## src/rtl/uart_prog_loader.sv

```systemverilog
// ----------------------------------------------------------------------------
// uart_prog_loader
//
// Parses program-load frames arriving from uart_rx and writes the payload into
// the 4-bit CPU's instruction memory. The CPU is held halted while a frame is
// being loaded. It is released only after a frame whose checksum is good.
//
// Frame: SYNC_BYTE, LEN, LEN payload bytes (to addresses 0..LEN-1), CHK.
// The frame is good when (LEN + sum(payload) + CHK) mod 256 == 0.
//
// Ports:
//   clk_i              system clock
//   reset_i            asynchronous, active-low reset
//   data_i             received byte, meaningful only while the strobe is high
//   data_valid_strb_i  one-cycle strobe per received byte
//   mem_we_o           instruction memory write enable (one-cycle pulse)
//   mem_addr_o         instruction memory write address
//   mem_data_o         instruction memory write data
//   cpu_halt_o         1 = CPU stalled
//   busy_o             a frame is in progress
//   load_done_strb_o   one-cycle pulse: frame accepted, checksum good
//   load_error_strb_o  one-cycle pulse: frame rejected
// ----------------------------------------------------------------------------
module uart_prog_loader #(
    parameter int          DATA_WIDTH       = 8,
    parameter int          ADDR_WIDTH       = 4,
    parameter logic [7:0]  SYNC_BYTE        = 8'hA5,
    parameter int          TIMEOUT_COUNTS   = 52100,
    parameter int          TIMEOUT_BITWIDTH = 16
) (
    input  logic                  clk_i,
    input  logic                  reset_i,
    input  logic [DATA_WIDTH-1:0] data_i,
    input  logic                  data_valid_strb_i,
    output logic                  mem_we_o,
    output logic [ADDR_WIDTH-1:0] mem_addr_o,
    output logic [DATA_WIDTH-1:0] mem_data_o,
    output logic                  cpu_halt_o,
    output logic                  busy_o,
    output logic                  load_done_strb_o,
    output logic                  load_error_strb_o
);

    typedef enum logic [1:0] {
        S_IDLE,
        S_LEN,
        S_PAYLOAD,
        S_CHK
    } state_t;

    localparam logic [DATA_WIDTH-1:0]       MAX_LEN  = DATA_WIDTH'(2 ** ADDR_WIDTH);
    localparam logic [TIMEOUT_BITWIDTH-1:0] TMO_LAST = TIMEOUT_BITWIDTH'(TIMEOUT_COUNTS - 1);
    localparam logic [ADDR_WIDTH:0]         IDX_ONE  = (ADDR_WIDTH + 1)'(1);

    state_t                      state_q;
    logic [ADDR_WIDTH:0]         len_q;
    logic [ADDR_WIDTH:0]         idx_q;
    logic [DATA_WIDTH-1:0]       acc_q;
    logic [TIMEOUT_BITWIDTH-1:0] tmo_q;
    logic                        mem_we_q;
    logic [ADDR_WIDTH-1:0]       mem_addr_q;
    logic [DATA_WIDTH-1:0]       mem_data_q;
    logic                        halt_q;
    logic                        busy_q;
    logic                        done_q;
    logic                        err_q;

    // Running checksum including the current byte. It is only consulted in
    // the CHK state, where a zero result marks a good frame.
    logic [DATA_WIDTH-1:0] sum_d;
    logic [ADDR_WIDTH:0]   idx_d;

    assign sum_d = acc_q + data_i;
    assign idx_d = idx_q + IDX_ONE;

    // Frame parser. The index is one bit wider than the address so that a
    // full-size program (LEN = 2^ADDR_WIDTH) ends without the address wrapping.
    // A strobe always takes priority over timeout expiry in the same cycle.
    always_ff @(posedge clk_i or negedge reset_i) begin
        if (!reset_i) begin
            state_q    <= S_IDLE;
            len_q      <= '0;
            idx_q      <= '0;
            acc_q      <= '0;
            tmo_q      <= '0;
            mem_we_q   <= 1'b0;
            mem_addr_q <= '0;
            mem_data_q <= '0;
            halt_q     <= 1'b1;
            busy_q     <= 1'b0;
            done_q     <= 1'b0;
            err_q      <= 1'b0;
        end else begin
            mem_we_q <= 1'b0;
            done_q   <= 1'b0;
            err_q    <= 1'b0;

            if (state_q == S_IDLE) begin
                tmo_q <= '0;
                if (data_valid_strb_i && (data_i == DATA_WIDTH'(SYNC_BYTE))) begin
                    state_q <= S_LEN;
                    halt_q  <= 1'b1;
                    busy_q  <= 1'b1;
                end
            end else if (data_valid_strb_i) begin
                tmo_q <= '0;
                unique case (state_q)
                    S_LEN: begin
                        if ((data_i == '0) || (data_i > MAX_LEN)) begin
                            err_q   <= 1'b1;
                            busy_q  <= 1'b0;
                            state_q <= S_IDLE;
                        end else begin
                            len_q   <= data_i[ADDR_WIDTH:0];
                            acc_q   <= data_i;
                            idx_q   <= '0;
                            state_q <= S_PAYLOAD;
                        end
                    end
                    S_PAYLOAD: begin
                        mem_we_q   <= 1'b1;
                        mem_addr_q <= idx_q[ADDR_WIDTH-1:0];
                        mem_data_q <= data_i;
                        acc_q      <= sum_d;
                        idx_q      <= idx_d;
                        if (idx_d == len_q) begin
                            state_q <= S_CHK;
                        end
                    end
                    S_CHK: begin
                        if (sum_d == '0) begin
                            done_q <= 1'b1;
                            halt_q <= 1'b0;
                        end else begin
                            err_q <= 1'b1;
                        end
                        busy_q  <= 1'b0;
                        state_q <= S_IDLE;
                    end
                    default: begin
                        busy_q  <= 1'b0;
                        state_q <= S_IDLE;
                    end
                endcase
            end else if (tmo_q == TMO_LAST) begin
                tmo_q   <= '0;
                err_q   <= 1'b1;
                busy_q  <= 1'b0;
                state_q <= S_IDLE;
            end else begin
                tmo_q <= tmo_q + 1'b1;
            end
        end
    end

    assign mem_we_o          = mem_we_q;
    assign mem_addr_o        = mem_addr_q;
    assign mem_data_o        = mem_data_q;
    assign cpu_halt_o        = halt_q;
    assign busy_o            = busy_q;
    assign load_done_strb_o  = done_q;
    assign load_error_strb_o = err_q;

endmodule

```

## config.mk

```make
export PLATFORM = sky130hd
export DESIGN_NAME = uart_prog_loader
export DESIGN_NICKNAME = d
export VERILOG_FILES = /design/src/rtl/uart_prog_loader.sv
export SDC_FILE = /design/constraint.sdc
export NUM_CORES = 1
export LEC_CHECK = 0
export CAP_MARGIN = 25
export CORE_ASPECT_RATIO = 2
export CORE_UTILIZATION = 50
export DETAILED_ROUTE_END_ITERATION = 7
export PLACE_DENSITY = 0.73
export REMOVE_ABC_BUFFERS = 1
export SKIP_CTS_REPAIR_TIMING = 1
export SLEW_MARGIN = 0
export SYNTH_ARGS = -nofsm -noshare
export SYNTH_HDL_FRONTEND = slang
export SYNTH_SLANG_ARGS = --single-unit
export TNS_END_PERCENT = 50
```

## constraint.sdc

```tcl
create_clock -name clk_i -period 2.6 [get_ports clk_i]
set_input_delay 0.26 -clock clk_i [delete_from_list [all_inputs] [get_ports clk_i]]
set_output_delay 0.26 -clock clk_i [all_outputs]
set_load 0.1 [all_outputs]
```

# Word-level counts from Yosys, hierarchy flattened
# Cells that the tools add are included.
# totals
reg_bits,53
input_bits,11
# classes
add_sub_neg,3
n_lt_le_gt_ge,1
eq_ne,11
mux,37
n_bitwise,2
reduce_logical,16
# op_table
op,n
$mux W16,3
$mux W1,21
$add A16 B1 Y16 const B,1
$eq A16 B16 Y1 const B,1
$logic_not A8 Y1,2
$pmux W8 S2,1
$reduce_and A4 Y1,4
$mux W2,6
$pmux W5 S2,1
$add A8 B8 Y8,1
$eq A8 B8 Y1 const B,1
$gt A8 B5 Y1 const B,1
$mux W8,1
$ne A4 B4 Y1 const B,2
$reduce_bool A2 Y1,4
$reduce_and A3 Y1,2
$add A5 B1 Y5 const B,1
$eq A5 B5 Y1,1
$mux W5,1
$eq A2 B2 Y1 const B,2
$pmux W1 S2,2
$pmux W2 S2,1
$ne A3 B3 Y1 const B,1
$reduce_bool A3 Y1,1
other kinds (7),8

# Logic depth before layout (Yosys ltp)
# Gate-level depths: netlist of run 1.
# depth
depth_word,6
ltp_mapped,9

# Worst setup path after synthesis of run 1
# Ideal clock, no wire load.
# synth_timing
path_type,register -> register
start,register acc_q[1]
end,"register halt_q, in the netlist cpu_halt_o"
setup_ns,0.079
arrival_ns,1.868
setup_slack_ns,0.653
path_stages_with_launch,8
path_buffers,0
period_less_slack_ns,1.947
cell_sequence,dfrtp_1 -> ha_1 -> a211oi_1 -> o31ai_1 -> xor2_1 -> nor4_2 -> nand4_1 -> a22o_1
# synth_via
elab_chain_cells,4
# synth_lines
item,line_no,rtl
from (decl),58,logic [DATA_WIDTH-1:0] acc_q;
from (signal assigned),115,acc_q <= data_i;
from (signal assigned),124,acc_q <= sum_d;
$add A8 B8 Y8,73,assign sum_d = acc_q + data_i;
$logic_not A8 Y1,131,if (sum_d == '0) begin
$reduce_bool A2 Y1 (no line),n/a,
$reduce_and A4 Y1 (no line),n/a,
to (signal assigned),89,halt_q <= 1'b1;
to (signal assigned),102,halt_q <= 1'b1;
to (signal assigned),133,halt_q <= 1'b0;
to (decl),63,logic halt_q;
# Every way passes these cells.
# A chain may end at the register's enable or synchronous reset.

# Final worst setup path of run 1
# layout_timing
start,input data_i[0]
end,"register err_q, in the netlist load_error_strb_o"
# layout_via
elab_chain_cells,6
# layout_lines
item,line_no,rtl
from (decl),33,"input logic [DATA_WIDTH-1:0] data_i,"
"$add A8 B8 Y8, or another cell as far along",73,
$logic_not A8 Y1 or $logic_or A1 B1 Y1 (tied branches),"131, 109",
"$mux W1, on equally long branches","131, 109",
$pmux W1 S2 (*),107,unique case (state_q)
$mux W1 (*),105,end else if (data_valid_strb_i) begin
$mux W1 (*),98,if (state_q == S_IDLE) begin
to (signal assigned),96,err_q <= 1'b0;
to (signal assigned),110,err_q <= 1'b1;
to (signal assigned),135,err_q <= 1'b1;
to (decl),66,logic err_q;
# Mark *: on every way between the ends. The rest lies on a longest branch, timed or not.

==> results of run 1 <==
## through the flow
stage | total power, uW | cell area, um2 | std cells | hold WS, ns | utilization
CTS | 2190 | 3350 | 377 | -0.0886 | 0.613
global route | 2290 | 3360 | 378 | 0.472 | 0.615
detailed placement | 1620 | 3240 | 369 | 0.251 | 0.593
floorplan | 1420 | 2820 | 267 | -0.0356 | -
global placement | 1610 | 3240 | 369 | 0.246 | 0.593
finish | 2170 | 3360 | 378 | 0.439 | 0.615
## registers in the layout, summed over array words and instances, names as in the netlist
signal and cells:
mem_data_o 8, idx_q 5, state_q 2, mem_addr_o 4, len_q 5, load_error_strb_o 1
mem_we_o 1, tmo_q 16, load_done_strb_o 1, cpu_halt_o 1, acc_q 8, busy_o 1
## final timing paths
| path | startpoint | endpoint | cells after the start |
|---|---|---|---|
| setup / recovery | data_i[0] | load_error_strb_o | 11 |
| hold / removal | reset_i | tmo_q[7] | 2 |
| setup reg to reg | state_q[0] | state_q[1] | 8 |
| hold reg to reg | acc_q[5] | acc_q[5] | 2 |
| max in group asynchronous | reset_i | cpu_halt_o | 3 |
| min in group clk_i | acc_q[5] | acc_q[5] | 2 |
## worst max-delay path, delay by kind of cell
kind | cells | cell delay (ns)
buffers and inverters | 3 | 0.69
adders and majority gates | 2 | 0.57
AOI/OAI and AO/OA | 3 | 0.48
and+or+nand+nor | 2 | 0.23
xor gates and xnor gates | 1 | 0.23
## placed cells by master (no fill, tap or decap), types with 2 or more instances in the layout
| cell | Yosys | routed |
|---|---|---|
| and4_1 | 3 | 3 |
| nor2b_1 | 2 | 2 |
| dfrtp_1 | 52 | 52 |
| mux2i_1 | 5 | 5 |
| nand3_1 | 8 | 8 |
| nor4_1 | 2 | 2 |
| o21ai_0 | 5 | 5 |
| nand2_1 | 25 | 25 |
| and3_1 | 2 | 2 |
| o31ai_1 | 3 | 3 |
| xnor2_1 | 10 | 10 |
| inv_1 | 10 | 10 |
| buf_4 | 1 | 31 |
| nor3_1 | 2 | 2 |
| a21oi_1 | 8 | 8 |
| a31oi_1 | 3 | 3 |
| nor3b_1 | 2 | 2 |
| o21bai_1 | 2 | 2 |
| clkdlybuf4s50_1 | 0 | 9 |
| ha_1 | 13 | 13 |
| nor2_1 | 27 | 27 |
| a22o_1 | 2 | 2 |
| mux2_2 | 15 | 15 |
| nand4_1 | 8 | 8 |
| nor4_2 | 2 | 2 |
| xor2_1 | 17 | 17 |
| a21o_1 | 3 | 3 |
| o21ai_1 | 10 | 10 |
| nand2b_1 | 5 | 5 |
| clkbuf_8 | 0 | 5 |
## logic make-up (layout without fill, tap and decap cells)
| group | after synthesis | count (layout) | synth area share |
|---|---|---|---|
| AOI/OAI and AO/OA | 43 | 43 | 0.0975 |
| xor gates and xnor gates | 28 | 28 | 0.0888 |
| adders and majority gates | 14 | 14 | 0.0641 |
| buffers and inverters | 15 | 61 | 0.0237 |
| DFF | 53 | 53 | 0.466 |
| muxes | 21 | 21 | 0.0808 |
| and+or+nand+nor | 98 | 98 | 0.179 |
## cell type report
type / count / area share
Tap cell: 60 / 0.0223
Sequential cell: 53 / 0.395
Clock inverter: 3 / 0.0130
Multi-Input combinational cell: 204 / 0.432
Inverter: 10 / 0.0112
Timing Repair Buffer: 43 / 0.106
Clock buffer: 5 / 0.0205
## power groups by stage
stage	Combinational, uW	Sequential, uW	Clock [uW]
2_1_floorplan	366	1050	0
3_3_place_gp	640	969	0
3_5_place_dp	649	971	0
4_1_cts	653	955	583
5_1_grt	711	968	611
6_report	648	954	568
## routing by layer
metal / vias to the layer above / global-route usage / share of wire
met5: - / 0 / 0
met4: 0 / 0.184 / 0.074
met3: 31 / 0.0308 / 0.025
met2: 50 / 0.443 / 0.53
met1: 1049 / 0.240 / 0.37
li1: 1040 / - / -
==> impl_results.md, run 1 <==
- Share of post-route cells with drive strength above 1: 0.201
- Initial Util: 0.521
- Top FF cell, synth: dfrtp_1
- Worst-path clk slew: 0.10 ns
- Rows: 38
- Synth Cell Area: 0.00285 mm2
- First-pass GRT wire length: 11100 um
- Number of DRC markers in iteration 0: 48
- Max clock buf depth: 2
- Yosys Warn Count: 0
- Vias: 2170
- Register bit total from synthesis: 53
- Critical Path AT: 2.46 ns
- Antenna cell count: 0
- WL per Instance: 17.2 um
- Worst Path Required: 2.84 ns
- Final worst path period share: 0.854
- Hold WC Path Type: primary input to asynchronous set/reset pin
- Clk pwr share: 0.262
- Pint: 1420 uW
- DPL Wire Length: 5110 um
- Clk sink count: 53
- Pin slew with the least headroom to its limit: 0.493 ns
- Final hold violations: 0
- RePlAce Congestion: 0.904
- PortBufs: 27
- TNS Setup: 0 ns
- Fmax: 450 MHz
- PwrDens: 645 mW/mm2
- Synth-to-Final Area Change: 18.1%
- Synth cell count leaders: dfrtp_1 (52), nor2_1 (27), nand2_1 (25)
- CORE AREA: 0.00547 mm2
- # fillers: 454
- Psw: 745 uW
- Final min period: 2.22 ns
- Endpoint type of the worst setup path: register
- GRT Overall Usage: 0.241
- # setup viols final: 0
- Top-count cell post-synth: dfrtp_1
- Comb pwr share: 0.299
- H-tree levels: 2
- CP startpoint kind: primary input
- Antenna violations before repair: 0
- I/O pin cnt: 28
- Num CTS Buffers: 5
- Kind of critical path: primary input to register
- Later-pin clock latency in the skew report: 0.31 ns
- DP Worst Slack: 0.00891 ns
- Post-synth EDFFs: 0
- Status: finished, final reports clean
- Final net count: 342
- Via density: 5.74
- Ys async rst share: 1.00
- CP peak stage delay: 0.48 ns
- Leak Pwr: 0.00160 uW
- CTS tree: built
- Register area: 0.00133 mm2
- Final Max Slew Viols: 0
- Multi-input logic area: 0.00145 mm2
- Largest net degree at the start of global routing: 34
- Worst reg-to-reg setup slack: 0.43 ns
- DIE AREA: 0.00602 mm2
- Worst VDD drop: 0.533 mV
- Root Buffer: clkbuf_8
- Skew final: 0.00776 ns
- Routed Antenna Nets: 0
- DRT Pass-1 Iters: 4
- Sequential power share: 0.440
- Max transition margin: 0.671
- Sequential area share after synthesis: 0.466
- Die H: 109 um
- Total wire length: 6500 um
- DRC viols: 0
- Max Cap Viol: 0
- Top post-synthesis cells by area: dfrtp_1 (46%), mux2_2 (5.9%), ha_1 (5.7%)
- Critical-path top delay cell: clkdlybuf4s50_1
- Vias in the first global route: 2329
- Die X: 55.4 um
- Post-synth top area share: 0.457
- RSZ-0062 raised after global routing: no
- Yosys cell types: 51
- Sw Share: 0.344
- Crit path cell chain: clkdlybuf4s50_1 -> ha_1 -> inv_1 -> fa_1 -> nand2b_1 -> a21oi_1 -> xor2_1 -> nor4_2 -> buf_4 -> a31o_1 -> a31oi_1
- Dominant cell type by area after synthesis: dfrtp_1
- Syn avg cell area: 10.5 um2
- Grt total ovfl: 0
- Largest fanout on the critical path: 3
- Setup ws final: 0.379 ns
- Post-synthesis cell count: 272
No activity file was read; power rests on OpenSTA's default activity.
==> run 2: changes to the inputs <==
--- a/config.mk
+++ b/config.mk
@@ -9,7 +9,7 @@
 export CORE_ASPECT_RATIO = 2
 export CORE_UTILIZATION = 50
 export DETAILED_ROUTE_END_ITERATION = 7
-export PLACE_DENSITY = 0.73
+export PLACE_DENSITY = 0.76
 export REMOVE_ABC_BUFFERS = 1
 export SKIP_CTS_REPAIR_TIMING = 1
 export SLEW_MARGIN = 0
==> constraint.sdc (replaced) <==
create_clock -name clk_i -period 1.81 [get_ports clk_i]
set_input_delay 0.181 -clock clk_i [delete_from_list [all_inputs] [get_ports clk_i]]
set_output_delay 0.181 -clock clk_i [all_outputs]
set_load 0.1 [all_outputs]
==> impl_results.md, run 2 (synthesis gave the netlist of run 1 again) <==
- Rows: 38 (unchanged)
- Largest register FFs: 16 (unchanged)
- Worst R2R End: cpu_halt_o
- Kind of critical path: primary input to register
- Final net count: 389 (+14%)
- R2R cell count: 9 (+1)
- Clk sink count: 53 (unchanged)
- Top reg by flops: tmo_q
- Antenna cell count: 0 (unchanged)
- Violated checks: negative setup slack
- Skew final: 0.0103 ns (+0.00250 ns)
- Die H: 109 um (unchanged)
- DIE AREA: 0.00602 mm2 (unchanged)
- Max Cap Viol: 0 (unchanged)
- Worst Path Required: 2.05 ns (-0.79 ns)
- PwrDens: 896 mW/mm2 (+39%)
- Final min period: 2.16 ns
- Vias: 2451 (+13%)
- Via density: 5.77 (+0.46%)
- CORE AREA: 0.00547 mm2 (unchanged)
- Final worst path period share: 1.19
- Hold WC Path Type: primary input to asynchronous set/reset pin
- Antenna violations before repair: 0 (unchanged)
- Later-pin clock latency in the skew report: 0.31 ns (about the same)
- CTS tree: built
- Non-Filler Instances: 425 (+12%)
- Largest net degree at the start of global routing: 21 (-38%)
- CP startpoint kind: primary input
- Initial Util: 0.521 (unchanged)
- DRC viols: 0 (unchanged)
- RePlAce Congestion: 0.922 (+2.0%)
- Number of DRC markers in iteration 0: 108 (+130%)
- Critical R2R Launch: acc_q[0]
- Num CTS Buffers: 5 (unchanged)
- Cell count after placement: 408 (+11%)
- Fmax: 462 MHz
- Root Buffer: clkbuf_8
- Worst VDD drop: 0.776 mV (+46%)
- DP Worst Slack: -0.640 ns (-0.649 ns)
- Most common cell after layout, fill and taps aside: buf_4
- CP peak stage delay: 0.50 ns (+0.02 ns)
- GRT Overall Usage: 0.246 (+0.00511)
- Die X: 55.4 um (unchanged)
- WL per Instance: 18.5 um (+7.4%)
- Grt total ovfl: 0 (unchanged)
- First-pass GRT wire length: 11200 um (+1.4%)
- Setup ws final: -0.353 ns (-0.732 ns)
- Vias in the first global route: 2469 (+6.0%)
- CP Launch Point: data_i[0]
- Status: finished, violations left
- RSZ-0062 raised after global routing: yes
- Max clock buf depth: 2 (unchanged)
- Final hold violations: 0 (unchanged)
- Crit path cell chain: clkdlybuf4s50_1 -> ha_2 -> inv_2 -> fa_2 -> nand2b_4 -> a21oi_4 -> xor2_2 -> nor4_4 -> nand4_1 -> a22o_1
- DRT Pass-1 Iters: 4 (unchanged)
- Worst-path clk slew: 0.10 ns (about the same)
- H-tree levels: 2 (unchanged)
- # setup viols final: 10 (+10)
- DPL Wire Length: 5380 um (+5.3%)
- Worst reg-to-reg setup slack: -0.34 ns (-0.77 ns)
- Synth-to-Final Area Change: 39.7%
- Critical Path AT: 2.40 ns (-0.06 ns)
- Leak Pwr: 0.00192 uW (+20%)
- Total wire length: 7860 um (+21%)
- Routed Antenna Nets: 0 (unchanged)
- Critical-path top delay cell: clkdlybuf4s50_1
- Max transition margin: 0.738 (+0.0666)
- Largest fanout on the critical path: 3 (unchanged)
- Share of post-route cells with drive strength above 1: 0.386 (+0.185)
- Endpoint type of the worst setup path: register
- PortBufs: 27 (unchanged)
- Core Util, Final: 0.728 (+0.113)
- I/O pin cnt: 28 (unchanged)
- Most frequent cells in the layout: buf_4 (74), dfrtp_1 (52), nor2_1 (26)
- Final Max Slew Viols: 0 (unchanged)
- Pin slew with the least headroom to its limit: 0.393 ns (-0.100 ns)
- CP endpoint: cpu_halt_o
-- run 2: per-stage QoR --
step / hold slack (ns) / power (uW) / setup TNS [ns] / cell area, um2
6_report: 0.311 / 3560 / -1.44 / 3980
5_1_grt: 0.346 / 3720 / -2.23 / 3980
4_1_cts: -0.213 / 3300 / -2.98 / 3650
3_5_place_dp: 0.125 / 2450 / -10.33 / 3530
3_3_place_gp: 0.112 / 2420 / -9.53 / 3530
2_1_floorplan: -0.115 / 2040 / -2.81 / 2820
-- run 2: layout make-up --
| cell class | instances | area (um2) |
|---|---|---|
| Fill cell | 387 | 1490 |
| Sequential cell | 53 | 1330 |
| Clock buffer | 6 | 82.6 |
| Inverter | 10 | 37.5 |
| Tap cell | 60 | 75.1 |
| Multi-Input combinational cell | 204 | 1670 |
| Clock inverter | 2 | 37.5 |
| Timing Repair Buffer | 90 | 753 |
-- run 2: where the power goes --
| part | total, uW | switching (uW) | internal (uW) |
|---|---|---|---|
| logic | 1350 | 800 | 554 |
| registers | 1370 | 77.8 | 1290 |
| clock network | 843 | 393 | 450 |
| total | 3560 | 1270 | 2290 |
-- run 2: worst min path at each step --
| stage | to | slack, ns | cells past startpoint |
|---|---|---|---|
| 4_1_cts | mem_data_o[2] | -0.21 | 1 |
| 6_report | mem_addr_o[3] | 0.31 | 2 |
| 3_5_place_dp | mem_data_o[4] | 0.13 | 1 |
| 5_1_grt | mem_addr_o[3] | 0.35 | 2 |
| 2_1_floorplan | acc_q[0] | -0.11 | 0 |
| 3_3_place_gp | mem_data_o[5] | 0.11 | 1 |
-- run 2: worst max-delay path, delay by kind of cell --
family	cells	cell delay, ns
adders and majority gates	2	0.54
AOI/OAI and AO/OA	2	0.39
xor gates and xnor gates	1	0.10
and+or+nand+nor	3	0.65
buffers and inverters	2	0.54
-- run 2: per-layer routing --
layer  GRT usage  share of wire
met5           0              0
met4       0.163          0.043
met3      0.0474          0.037
met2       0.466           0.58
met1       0.234           0.34
==> patch, RTL diff (flow settings as in run 1) <==
Change the parameter `ADDR_WIDTH` from 4 to 2.
--- a/src/rtl/uart_prog_loader.sv
+++ b/src/rtl/uart_prog_loader.sv
@@ -23,7 +23,7 @@
 // ----------------------------------------------------------------------------
 module uart_prog_loader #(
     parameter int          DATA_WIDTH       = 8,
-    parameter int          ADDR_WIDTH       = 4,
+    parameter int          ADDR_WIDTH       = 2,
     parameter logic [7:0]  SYNC_BYTE        = 8'hA5,
     parameter int          TIMEOUT_COUNTS   = 52100,
     parameter int          TIMEOUT_BITWIDTH = 16
Interface: changed (resized mem_addr_o); port bits go from 28 to 26. No check against the original RTL was run, so the function may have changed too.
==> patch against run 1 <==
  * The flow now finishes with violations (negative hold slack)
  * Routed wire length is 14% lower
  * Power is 5.2% higher
  * Largest power group is now combinational cells
  * Via count is 7.7% lower
  * Worst setup slack worse by 220 ps
  * Area after synthesis is 11% lower
  * First-iteration DRC count is 67% lower
  * Sequential power is 7.5% lower
  * Synthesized cell count is 4.8% lower
  * Final area is 9.9% lower
  * Sequential cell count is 6 lower
  * Critical path type unchanged
==> patch: results (changes against run 1) <==
----------------------------------------------------
[Status]
  Status ... finished, violations left
  Violated checks ... negative hold slack

[STA]
  Post-route clock skew ... 6.172 ps (-1.592 ps)
  Min Tclk post-route ... 2444 ps (+223.1 ps)
  Total count of hold-check failures in the final report ... 27 (+27)
  Fin Hold WS ... -26.06 ps (-464.7 ps)
  Normalized max-slew margin ... 56.11% (-11 points)

[Setup path]
  Worst r2r dst ... load_error_strb_o
  Reg2reg setup slack ... 230 ps (-200 ps)
  Crit path DAT ... 2610 ps (+150 ps)
  Slowest stage cell on the critical path ... sky130_fd_sc_hd__or4_4
  Family with the most delay on the worst path ... simple AND/OR/NAND/NOR gates
  FF-to-FF Start ... acc_q[0]
  Critical path's largest stage delay ... 540 ps (+60 ps)

[Synthesis]
  Number of distinct library cells after synthesis ... 45 (-12%)
  Top cells by area in the synthesized netlist ... sky130_fd_sc_hd__dfrtp_1, sky130_fd_sc_hd__nand2_1, sky130_fd_sc_hd__ha_1, sky130_fd_sc_hd__xor2_1, sky130_fd_sc_hd__nor2_1
  Register area share after synthesis ... 46.54% (-0.079 points)
  Synth cell count leaders ... sky130_fd_sc_hd__nand2_1, sky130_fd_sc_hd__dfrtp_1, sky130_fd_sc_hd__nor2_1, sky130_fd_sc_hd__xor2_1, sky130_fd_sc_hd__ha_1

[Global routing]
  Largest net degree at the start of global routing ... 29 (-15%)
  GRT Util Overall ... 24.65% (+0.59 points)
  Number of global-route vias before repair ... 2,135 (-8.3%)

[Drt]
  Routed vias/inst ... 5.533 (-3.6%)
  Iteration-0 DRC count of the detailed router ... 16 (-67%)
  Aggregate routed wire length ... 5620 um (-14%)

[Finish]
  Share of post-route cells with drive strength above 1 ... 19.67% (-0.45 points)
  Diode insertion count for antenna repair ... 0 (unchanged)
  Fill cell count ... 433 (-4.6%)
  Total number of nets in the final design ... 330 (-3.5%)

[Placement]
  Routability cong. ... 0.9456 (+4.6%)
  Pre-CTS worst setup slack ... -207.8 ps (-216.7 ps)
  Port Buffer Count ... 25 (-7.4%)
  Detailed placement HPWL ... 4424 um (-13%)

[Power]
  Reported leakage power ... 1.467 nW (-8.2%)

[Clocking]
  Clock-pin slew of the registers on the worst-case setup and hold paths ... 80 ps (-20 ps)

----------------------------------------------------
patch: cell count changes after synthesis, sizes merged, moves of 4 or more:
cell,change
a21oi,-4
dfrtp,-6
mux2,-12
nand2,+25
nand2b,-4
nand4,-4
nor2,-4
nor3,+5
patch: metal layers:
layer / wire, um / global-route usage (%) / vias up
met5: 0 / 0 / -
met4: 301 / 15.38 / 0
met3: 126 / 4.277 / 18
met2: 3180 / 46.25 / 39
met1: 2011 / 23.27 / 966
li1: - / - / 980
patch: cells by family (layout without fill, tap and decap cells):
logic type,count (synthesis),count (layout),share of synthesized area (%)
simple gates,112,112,20.23
flops,47,47,46.54
compound gates,34,34,11.08
xor+xnor,24,24,8.309
buf+inv,19,65,2.868
fa+ha+maj,14,14,7.221
mux,9,9,3.759
patch: worst max path at each step:
stage,startpoint,end,cells past startpoint
finish,data_i[0],load_error_strb_o,9
global placement,data_i[0],load_error_strb_o,10
floorplan,acc_q[0],load_error_strb_o,9
CTS,data_i[0],load_error_strb_o,10
global route,data_i[0],cpu_halt_o,10
detailed placement,data_i[0],load_error_strb_o,10
patch: stage by stage:
step / hold slack, ps / cells / cell area [um^2]
3_3_place_gp: 325.1 / 355 / 2939
2_1_floorplan: -35.59 / 252 / 2502
4_1_cts: -5.392 / 362 / 3027
5_1_grt: 19.51 / 362 / 3030
3_5_place_dp: 323.5 / 355 / 2939
6_report: -26.06 / 362 / 3030
patch: power breakdown:
part           switching, mW  internal, mW  total (mW)
Combinational          0.597         0.360       0.957
Clock                  0.235         0.209       0.444
Sequential            0.0653         0.817       0.882
patch: layout make-up:
class,count,area (um^2),area share [%]
multi-input combinational,193,1284,42.36
timing repair buffer,46,365.4,12.06
tap,57,71.32,2.353
inverter,12,45.04,1.486
clock inverter,1,5.005,0.1652
clock buffer,6,82.58,2.725
sequential,47,1177,38.85
